File: config.mk
export PLATFORM = sky130hd
export DESIGN_NAME = vend_ctrl_flat
export DESIGN_NICKNAME = d
export VERILOG_FILES = /design/src/rtl/vend_pkg.sv /design/src/rtl/vend_ctrl_if.sv /design/src/rtl/vend_coin_decode.sv /design/src/rtl/vend_ctrl.sv /design/src/flat_wrapper.sv
export SDC_FILE = /design/constraint.sdc
export NUM_CORES = 1
export LEC_CHECK = 0
export BUFFER_PORTS_ARGS = -buffer_cell sky130_fd_sc_hd__buf_2
export CAP_MARGIN = 30
export CORE_ASPECT_RATIO = 0.7
export CORE_MARGIN = 2
export CORE_UTILIZATION = 35
export DETAILED_ROUTE_END_ITERATION = 10
export SYNTH_ARGS = -nofsm -noshare
export SYNTH_HDL_FRONTEND = slang
export SYNTH_SLANG_ARGS = --single-unit
File: constraint.sdc
create_clock -name sys_clk -period 2.35 [get_ports sys_clk]
set_input_delay 0.1175 -clock sys_clk [delete_from_list [all_inputs] [get_ports sys_clk]]
set_output_delay 0.1175 -clock sys_clk [all_outputs]
set_load 0.05 [all_outputs]
File: src/rtl/vend_pkg.sv
// Shared types and constants for the vending controller: FSM state encoding and coin codes.
package vend_pkg;

    typedef enum logic [1:0] {
        IDLE   = 2'd0,
        ACCUM  = 2'd1,
        VEND   = 2'd2,
        CHANGE = 2'd3
    } vend_state_e;

    localparam logic [1:0] COIN_C0      = 2'd0;
    localparam logic [1:0] COIN_C1      = 2'd1;
    localparam logic [1:0] COIN_C2      = 2'd2;
    localparam logic [1:0] COIN_INVALID = 2'd3;

    function automatic int max3(input int a, input int b, input int c);
        int m;
        m = (a > b) ? a : b;
        return (m > c) ? m : c;
    endfunction

endpackage

File: src/rtl/vend_ctrl_if.sv
// Coin-acceptor / dispenser / hopper signal bundle. slave = controller view, master = environment view.
interface vend_ctrl_if #(
    parameter int CREDIT_W = 6
);
    logic                coin_valid;
    logic [1:0]          coin_code;
    logic                coin_ready;
    logic                coin_reject;
    logic                cancel;
    logic                product;
    logic [CREDIT_W-1:0] credit;
    logic                change_valid;
    logic [CREDIT_W-1:0] change_amt;
    logic                change_ready;

    modport slave (
        input  coin_valid, coin_code, cancel, change_ready,
        output coin_ready, coin_reject, product, credit, change_valid, change_amt
    );

    modport master (
        output coin_valid, coin_code, cancel, change_ready,
        input  coin_ready, coin_reject, product, credit, change_valid, change_amt
    );
endinterface

File: src/rtl/vend_coin_decode.sv
// Combinational coin-code decoder: maps a 2-bit coin code to an accept flag and credit value.
module vend_coin_decode
    import vend_pkg::*;
#(
    parameter int CREDIT_W  = 6,
    parameter int COIN0_VAL = 5,
    parameter int COIN1_VAL = 10,
    parameter int COIN2_VAL = 20
) (
    input  logic [1:0]          i_code,
    output logic                o_valid,
    output logic [CREDIT_W-1:0] o_value
);

    always_comb begin
        o_valid = 1'b1;
        o_value = '0;
        case (i_code)
            COIN_C0: o_value = CREDIT_W'(COIN0_VAL);
            COIN_C1: o_value = CREDIT_W'(COIN1_VAL);
            COIN_C2: o_value = CREDIT_W'(COIN2_VAL);
            default: o_valid = 1'b0;
        endcase
    end

endmodule

File: src/rtl/vend_ctrl.sv
// Coin-operated vending controller: credit accumulation, vend pulse, change handshake, cancel refund.
// Optional ACCUM inactivity auto-refund enabled by defining VEND_TIMEOUT_EN.
module vend_ctrl
    import vend_pkg::*;
#(
    parameter int PRICE       = 20,
    parameter int COIN0_VAL   = 5,
    parameter int COIN1_VAL   = 10,
    parameter int COIN2_VAL   = 20,
    parameter int CREDIT_W    = 6,
    parameter int TIMEOUT_CYC = 1000
) (
    input  logic   sys_clk,
    input  logic   sys_rst_n,
    vend_ctrl_if.slave bus
);

    localparam int MAX_COIN = max3(COIN0_VAL, COIN1_VAL, COIN2_VAL);

    // Worst-case sum is (PRICE-1) + largest coin; it must fit without wrapping.
    if ((2 ** CREDIT_W) <= (PRICE - 1 + MAX_COIN)) begin : g_bad_width
        $error("vend_ctrl: CREDIT_W too narrow for PRICE and coin values");
    end
    if (TIMEOUT_CYC < 2) begin : g_bad_timeout
        $error("vend_ctrl: TIMEOUT_CYC must be at least 2");
    end

    vend_state_e         r_state, w_next;
    logic [CREDIT_W-1:0] r_credit, w_credit_nxt;
    logic [CREDIT_W-1:0] r_change_amt, w_change_nxt;
    logic                r_product, r_reject, r_change_valid;
    logic                w_reject_nxt, w_coin_acc, w_tmo_hit, w_coin_ready;
    logic                w_dec_valid;
    logic [CREDIT_W-1:0] w_dec_value, w_sum, w_excess;

    vend_coin_decode #(
        .CREDIT_W  (CREDIT_W),
        .COIN0_VAL (COIN0_VAL),
        .COIN1_VAL (COIN1_VAL),
        .COIN2_VAL (COIN2_VAL)
    ) u_dec (
        .i_code  (bus.coin_code),
        .o_valid (w_dec_valid),
        .o_value (w_dec_value)
    );

    assign w_sum        = r_credit + w_dec_value;
    assign w_excess     = r_credit - CREDIT_W'(PRICE);
    assign w_coin_ready = sys_rst_n & ((r_state == IDLE) | (r_state == ACCUM));

    always_comb begin
        w_next       = r_state;
        w_credit_nxt = r_credit;
        w_change_nxt = r_change_amt;
        w_reject_nxt = 1'b0;
        w_coin_acc   = 1'b0;
        case (r_state)
            IDLE, ACCUM: begin
                // Cancel outranks a simultaneous coin, which is handed back.
                if ((r_state == ACCUM) && bus.cancel) begin
                    w_next       = CHANGE;
                    w_change_nxt = r_credit;
                    w_credit_nxt = '0;
                    w_reject_nxt = bus.coin_valid;
                end else if (bus.coin_valid && w_dec_valid) begin
                    w_coin_acc   = 1'b1;
                    w_credit_nxt = w_sum;
                    w_next       = (w_sum >= CREDIT_W'(PRICE)) ? VEND : ACCUM;
                end else if (bus.coin_valid) begin
                    w_reject_nxt = 1'b1;
                end else if (w_tmo_hit) begin
                    w_next       = CHANGE;
                    w_change_nxt = r_credit;
                    w_credit_nxt = '0;
                end
            end
            VEND: begin
                w_change_nxt = w_excess;
                w_credit_nxt = '0;
                w_next       = (r_credit > CREDIT_W'(PRICE)) ? CHANGE : IDLE;
            end
            CHANGE: begin
                if (bus.change_ready) w_next = IDLE;
            end
            default: w_next = IDLE;
        endcase
    end

    always_ff @(posedge sys_clk or negedge sys_rst_n) begin
        if (!sys_rst_n) begin
            r_state        <= IDLE;
            r_credit       <= '0;
            r_change_amt   <= '0;
            r_product      <= 1'b0;
            r_reject       <= 1'b0;
            r_change_valid <= 1'b0;
        end else begin
            r_state        <= w_next;
            r_credit       <= w_credit_nxt;
            r_change_amt   <= w_change_nxt;
            r_product      <= (w_next == VEND);
            r_reject       <= w_reject_nxt;
            r_change_valid <= (w_next == CHANGE);
        end
    end

`ifdef VEND_TIMEOUT_EN
    localparam int TMO_W = $clog2(TIMEOUT_CYC);
    logic [TMO_W-1:0] r_tmo_cnt;

    assign w_tmo_hit = (r_state == ACCUM) && (r_tmo_cnt == TMO_W'(TIMEOUT_CYC - 1));

    always_ff @(posedge sys_clk or negedge sys_rst_n) begin
        if (!sys_rst_n) begin
            r_tmo_cnt <= '0;
        end else if ((w_next == ACCUM) && ((r_state != ACCUM) || w_coin_acc)) begin
            r_tmo_cnt <= '0;
        end else if (r_state == ACCUM) begin
            r_tmo_cnt <= r_tmo_cnt + TMO_W'(1);
        end
    end
`else
    assign w_tmo_hit = 1'b0;
`endif

    assign bus.coin_ready   = w_coin_ready;
    assign bus.coin_reject  = r_reject;
    assign bus.product      = r_product;
    assign bus.credit       = r_credit;
    assign bus.change_valid = r_change_valid;
    assign bus.change_amt   = r_change_amt;

endmodule

File: src/flat_wrapper.sv
// flat-port wrapper written by rule: the top's interface ports become plain ports
module vend_ctrl_flat import vend_pkg::*;
#(
    parameter int PRICE       = 20,
    parameter int COIN0_VAL   = 5,
    parameter int COIN1_VAL   = 10,
    parameter int COIN2_VAL   = 20,
    parameter int CREDIT_W    = 6,
    parameter int TIMEOUT_CYC = 1000
)
  (sys_clk, sys_rst_n, bus_coin_valid, bus_coin_code, bus_cancel, bus_change_ready, bus_coin_ready, bus_coin_reject, bus_product, bus_credit, bus_change_valid, bus_change_amt);
  vend_ctrl_if #(.CREDIT_W(CREDIT_W)) bus_i ();
  input  logic sys_clk;
  input  logic sys_rst_n;
  input wire logic [$bits(bus_i.coin_valid)-1:0] bus_coin_valid;
  input wire logic [$bits(bus_i.coin_code)-1:0] bus_coin_code;
  input wire logic [$bits(bus_i.cancel)-1:0] bus_cancel;
  input wire logic [$bits(bus_i.change_ready)-1:0] bus_change_ready;
  output wire logic [$bits(bus_i.coin_ready)-1:0] bus_coin_ready;
  output wire logic [$bits(bus_i.coin_reject)-1:0] bus_coin_reject;
  output wire logic [$bits(bus_i.product)-1:0] bus_product;
  output wire logic [$bits(bus_i.credit)-1:0] bus_credit;
  output wire logic [$bits(bus_i.change_valid)-1:0] bus_change_valid;
  output wire logic [$bits(bus_i.change_amt)-1:0] bus_change_amt;
  assign bus_i.coin_valid = bus_coin_valid;
  assign bus_i.coin_code = bus_coin_code;
  assign bus_i.cancel = bus_cancel;
  assign bus_i.change_ready = bus_change_ready;
  assign bus_coin_ready = bus_i.coin_ready;
  assign bus_coin_reject = bus_i.coin_reject;
  assign bus_product = bus_i.product;
  assign bus_credit = bus_i.credit;
  assign bus_change_valid = bus_i.change_valid;
  assign bus_change_amt = bus_i.change_amt;
  vend_ctrl #(.PRICE(PRICE), .COIN0_VAL(COIN0_VAL), .COIN1_VAL(COIN1_VAL), .COIN2_VAL(COIN2_VAL), .CREDIT_W(CREDIT_W), .TIMEOUT_CYC(TIMEOUT_CYC)) u_core (.sys_clk(sys_clk), .sys_rst_n(sys_rst_n), .bus(bus_i));
endmodule
Word level (Yosys, flattened, before mapping)
Cells that the tools add are included.
{ "totals": {"inputBits": 7, "ff_bits": 17} }
{ "classes": {"n_addsub": 2, "magnitude_cmp": 2, "reduce_logical": 9, "bitwise": 2, "eq_ne": 9, "mux": 17} }
{ "op_table": {"columns": ["operator", "n"], "rows": [
  ["case mux 6 bit (2 select lines)", 2],
  ["2-to-1 mux 6 bit", 3],
  ["case mux 5 bit (3 select lines)", 1],
  ["equality test 2 bit (second input constant)", 5],
  ["2-to-1 mux 2 bit", 5],
  ["adder 6 x 5 -> 6 bit", 1],
  [">= comparator 6 x 5 -> 1 bit (second input constant)", 1],
  ["greater-than comparator 6 x 5 -> 1 bit (second input constant)", 1],
  ["case mux 2 bit (3 select lines)", 1],
  ["subtractor 6 x 5 -> 6 bit (second input constant)", 1],
  ["2-to-1 mux 1 bit", 5],
  ["equality test 2 x 1 -> 1 bit (second input constant)", 2],
  ["zero test 2 bit", 2],
  ["AND reduction 2 bit", 2],
  ["inequality test 3 x 1 -> 1 bit (second input constant)", 1],
  ["OR reduction 3 bit", 1],
  ["logical AND 1 bit", 2],
  ["inequality test 2 x 1 -> 1 bit (second input constant)", 1],
  ["nonzero test 2 bit", 1],
  ["OR reduction 2 bit", 1],
  ["bitwise AND 1 bit", 1],
  ["OR 1 bit", 1]
]} }

Depth between registers and ports, before layout
{ "depth": {"ltp_word": 9, "depth_mapped": 9, "ltp_nobuf": 8} }

Cells and area by module
Synthesis repeated with hierarchy kept, for this count alone.
{ "unflattened": {"hier_cells": 128, "hier_area_um2": 1166.1} }
{ "by_module_without_submodules": {"columns": ["module", "area_per_inst_um2", "cells_per_inst", "seq_area_each_um2", "n_inst"], "rows": [
  ["vend_ctrl", 1121.1, 120, 425.4, 1],
  ["vend_coin_decode", 45.0, 8, 0.0, 1]
]} }

Worst setup path after synthesis
OpenSTA, ideal clock, no wires.
{ "synth_timing": {"path_kind": "register to register", "start": "reg u_core.r_credit[2], in the netlist u_core.bus.credit[2]", "end": "reg u_core.r_state[0]", "setup_ns": 0.066, "path_buffers": 1, "stages_incl_launch_ff": 9, "path_slack_ns": -0.197, "arrival_time_ns": 2.481, "cell_sequence": "dfrtp_1 ha_1 buf_2 a31o_2 a311oi_2 xnor2_1 or3_1 a31oi_2 a221o_1"} }
{ "synth_between": {"elab_chain_cells": 6} }
{ "synth_rtl": {"columns": ["item", "line", "rtl"], "rows": [
  ["start: declaration", "vend_ctrl.sv:29", "logic [CREDIT_W-1:0] r_credit, w_credit_nxt;"],
  ["start signal: assignment", "vend_ctrl.sv:99", "r_credit <= w_credit_nxt;"],
  ["adder 6 x 5 -> 6 bit", "vend_ctrl.sv:47", "assign w_sum = r_credit + w_dec_value;"],
  [">= comparator 6 x 5 -> 1 bit", "vend_ctrl.sv:68", "w_next = (w_sum >= CREDIT_W'(PRICE)) ? VEND : ACCUM;"],
  ["2-to-1 mux 2 bit", "vend_ctrl.sv:68", null],
  ["2-to-1 mux 2 bit", "vend_ctrl.sv:65", "end else if (bus.coin_valid && w_dec_valid) begin"],
  ["2-to-1 mux 2 bit", "vend_ctrl.sv:60", "if ((r_state == ACCUM) && bus.cancel) begin"],
  ["case mux 2 bit (3 select lines) (*)", "vend_ctrl.sv:57", "case (r_state)"],
  ["net u_core.w_next[0]", "vend_ctrl.sv:28", "vend_state_e r_state, w_next;"],
  ["end signal: assignment", "vend_ctrl.sv:98", "r_state <= w_next;"],
  ["end: declaration", "vend_ctrl.sv:28", null]
]} }
The timed path passes the listed nets; every way through them passes the cells marked *.
A chain may end at the register's enable or synchronous reset.

Final worst setup path
Same ends and word-level chain as after synthesis.

==> impl_summary.log <==
[metrics] number of enable flip-flop cells after synthesis: 0
[metrics] initial core utilization: a little over a third
[metrics] startpoint class of the critical path: register
[metrics] number of violations reported at the end of detailed-routing iteration 0: 77
[metrics] via count of the first global-routing pass: between 900 and 1000
[metrics] Synth Area per Inst: just over 9 um2
[metrics] Critical R2R Launch: u_core.bus.credit[2]
[metrics] WP data arrival: between 2 and 2.5 ns
[metrics] final RePlAce weighted congestion: approximately 0.85
[metrics] Min-Delay Startpoint: bus_coin_valid
[metrics] tightest slew margin relative to the limit: between 60% and 70%
[metrics] Clk pin slew, worst setup/hold paths: about 0.07 ns
[metrics] final critical delay including setup and external delays: 2.21 ns
[metrics] number of placement rows: 17
[metrics] CTS resizes: 0
[metrics] area share of the largest cell type after synthesis: a little under two fifths
[metrics] Die X-Extent: just over 70 um
[metrics] Hold WS: roughly 0.16 ns
[metrics] unrepaired setup endpoints after global routing: false
[metrics] area of the core: between 0.003 and 0.004 mm2
[metrics] unique cell type count in the Yosys netlist: 38
[metrics] cell accounting for the most synthesized area: dfrtp_1
[metrics] slew of the pin with the lowest slew margin: roughly 0.56 ns
[metrics] CP bufs+invs: 0
[metrics] type of the worst setup path: reg -> reg
[metrics] routed wire length: between 2000 and 3000 um
[metrics] total die area: 0.00372 mm2
[metrics] number of port buffers: 22
[metrics] IR Drop Worst-Case VDD: 0.382 mV
[metrics] Mapped Cells: around 120
[metrics] Yosys Warn Count: 0
[metrics] core occupancy in the finished layout: 42.9%
[metrics] ant diodes: 0
[metrics] static power due to leakage: 0.647 nW
[metrics] number of detailed-route iterations in the first pass: 4
[metrics] antenna violations before repair: 0
[metrics] result of the run: finished, final reports clean
[metrics] Final Slew Violations: 0
[metrics] final layout net count: 161
[metrics] dominant delay contributor by cell family on the critical path: compound AO/OA/AOI/OAI gates
[metrics] buffers from clock root to sink, at most: 2
[metrics] portion of the post-synthesis area used by sequential elements: a little under two fifths
[metrics] ratio of final minimum period to clock period: 93.9%
[metrics] most used cells in the layout excluding fill and tap cells: 22 x buf_2, 16 x dfrtp_1, 13 x a21oi_1
[metrics] clock network latency to the later pin of the worst-skew pair: about 0.26 ns
[metrics] number of clock buffers inserted by TritonCTS: 3
[metrics] final design area excluding fillers: about 0.0013 mm2
[metrics] delay of the slowest critical-path stage: just over 0.4 ns
[metrics] type of the most critical hold path: in -> reg
[metrics] post-synthesis instance area: 0.00113 mm2
[metrics] overflow left after global routing: 0
[metrics] standard cell area after detailed placement: ~0.0013 mm2
[metrics] Primary FF master, synth: dfrtp_1
[metrics] area delta synth->final: 18.4%
[metrics] H-tree depth: 1
[metrics] post-route DRC violation count: 0
[metrics] all-layer global routing usage: roughly 17%
[metrics] first-pass GRT wire length: 4750 um
[metrics] source of the critical timing path: u_core.bus.credit[2]
[metrics] cell at the slowest stage of the critical path: dfrtp_2
[metrics] CTS root buf: clkbuf_8
[metrics] routed vias/inst: 5.40
[metrics] highest clock rate: around 450 MHz
[metrics] Max-Cap Viols: 0
[metrics] ratio of total power to cell area: ~1500 mW/mm2
[metrics] die extent in y: about 52 um
[metrics] detailed-route via count: about 1000
[metrics] chain of cells forming the critical path: ha_1 -> a31o_2 -> a311oi_2 -> xnor2_1 -> or3_1 -> a31oi_2 -> a221o_1
[metrics] most common cell after layout, fill and taps aside: buf_2
[metrics] Post-Syn Nets: between 100 and 150
[metrics] # IOs: 23
[metrics] layout cell share with drive strength beyond 1: between 20 and 25%
[metrics] maximum fanout along the worst path: 8
[metrics] type of element capturing the critical path: register
[metrics] routed wire length per instance: about 15 um
[metrics] maximum number of pins on one net before global-route repair: 21
[metrics] skew final: between 0.004 and 0.005 ns
[metrics] register bit count reported by yosys: 17
[metrics] TritonCTS clock tree: done
[metrics] sum of negative setup slack: 0 ns
[metrics] setup violators final: 0
[metrics] final hold viol count: 0
[metrics] antenna-violating nets left: 0
[metrics] # clock sinks: 17
[metrics] critical path data required time: around 2.6 ns
[metrics] detailed placement HPWL: between 2000 and 2500 um
[metrics] main area contributors after synthesis: dfrtp_1 38%, ha_1 6.6%, a21oi_1 5.7%
[metrics] share of synthesized registers carrying an async set or reset: between 90% and 100%
==> state kept, by name, indices dropped and copies added (netlist names) <==
register,cells
u_core.bus.credit,6
u_core.bus.change_amt,6
u_core.bus.change_valid,1
u_core.bus.product,1
u_core.bus.coin_reject,1
u_core.r_state,2
==> metrics by stage <==
step                      total power [mW]  setup slack [ns]  cells
after floorplan                       1.53           0.00725    123
after global placement                1.78             0.199    180
after detailed placement              1.81             0.153    180
after CTS                             2.05             0.146    185
after global routing                  2.20           0.00847    185
final                                 2.03             0.143    185
==> cell families after synthesis <==
logic type	synth area share (%)
and+or+nand+nor	18.3
AOI/OAI and AO/OA	25.1
muxes	2.87
xor gates and xnor gates	5.41
DFF	37.5
buffers and inverters	4.19
adders and majority gates	6.62
==> routing by layer <==
layer	track usage (%)	part of all wire, %	routed length [um]	up-vias
met2	26.2	45	1250	29
met1	22.7	49	1360	473
li1	-	-	-	493
met4	3.77	1.0	29	0
met5	0	0	0	-
met3	4.84	5.3	147	4
==> layout make-up <==
class                      instances  area, um2
fill                             325       1780
multi-input combinational         96        661
sequential                        17        427
timing repair buffer              27        150
tap                               38       47.5
clock buffer                       3       41.3
inverter                           3       11.3
clock inverter                     1       5.00
==> where the power goes <==
| part | leakage, nW | internal (mW) | total, mW | switching, mW |
|---|---|---|---|---|
| clock network | 0.0255 | 0.118 | 0.226 | 0.108 |
| logic | 0.401 | 0.423 | 1.23 | 0.807 |
| registers | 0.221 | 0.409 | 0.579 | 0.170 |
| total | 0.647 | 0.950 | 2.03 | 1.08 |
==> tightest hold or removal path, stage by stage <==
cell and delay [ns]:
buf_2 0.10, nand2b_1 0.10, a21oi_1 0.06
==> synthesized netlist by cell type, types with 3 or more instances <==
cell type and instances:
a21oi_1 13, a22o_1 5, clkbuf_1 3, dfrtp_1 17
ha_1 6, inv_1 3, nand2_1 9, nand2b_1 3
nor2_1 9, nor2b_1 7, o21ai_0 4, o21ai_1 3
o31ai_1 3, or3_1 3, xnor2_1 3, xor2_1 4
==> worst paths after layout <==
check / endpoint / slack [ns] / depth (start not counted)
hold reg to reg: u_core.bus.change_amt[0] / 0.50 / 1
hold / removal: u_core.bus.coin_reject / 0.16 / 3
setup reg to reg: u_core.r_state[0] / 0.14 / 7
setup / recovery: u_core.r_state[0] / 0.14 / 7
min in group asynchronous: u_core.bus.coin_reject / 0.39 / 3
max in group asynchronous: u_core.bus.credit[2] / 1.75 / 3
==> repair_timing <==
item                                    in CTS  in global routing
hold buffers                                 1                  0
endpoints found under the setup margin       0                  0
endpoints found under the hold margin       17                  0
setup buffers                                0                  0
Power figures use the tool's default switching activity.
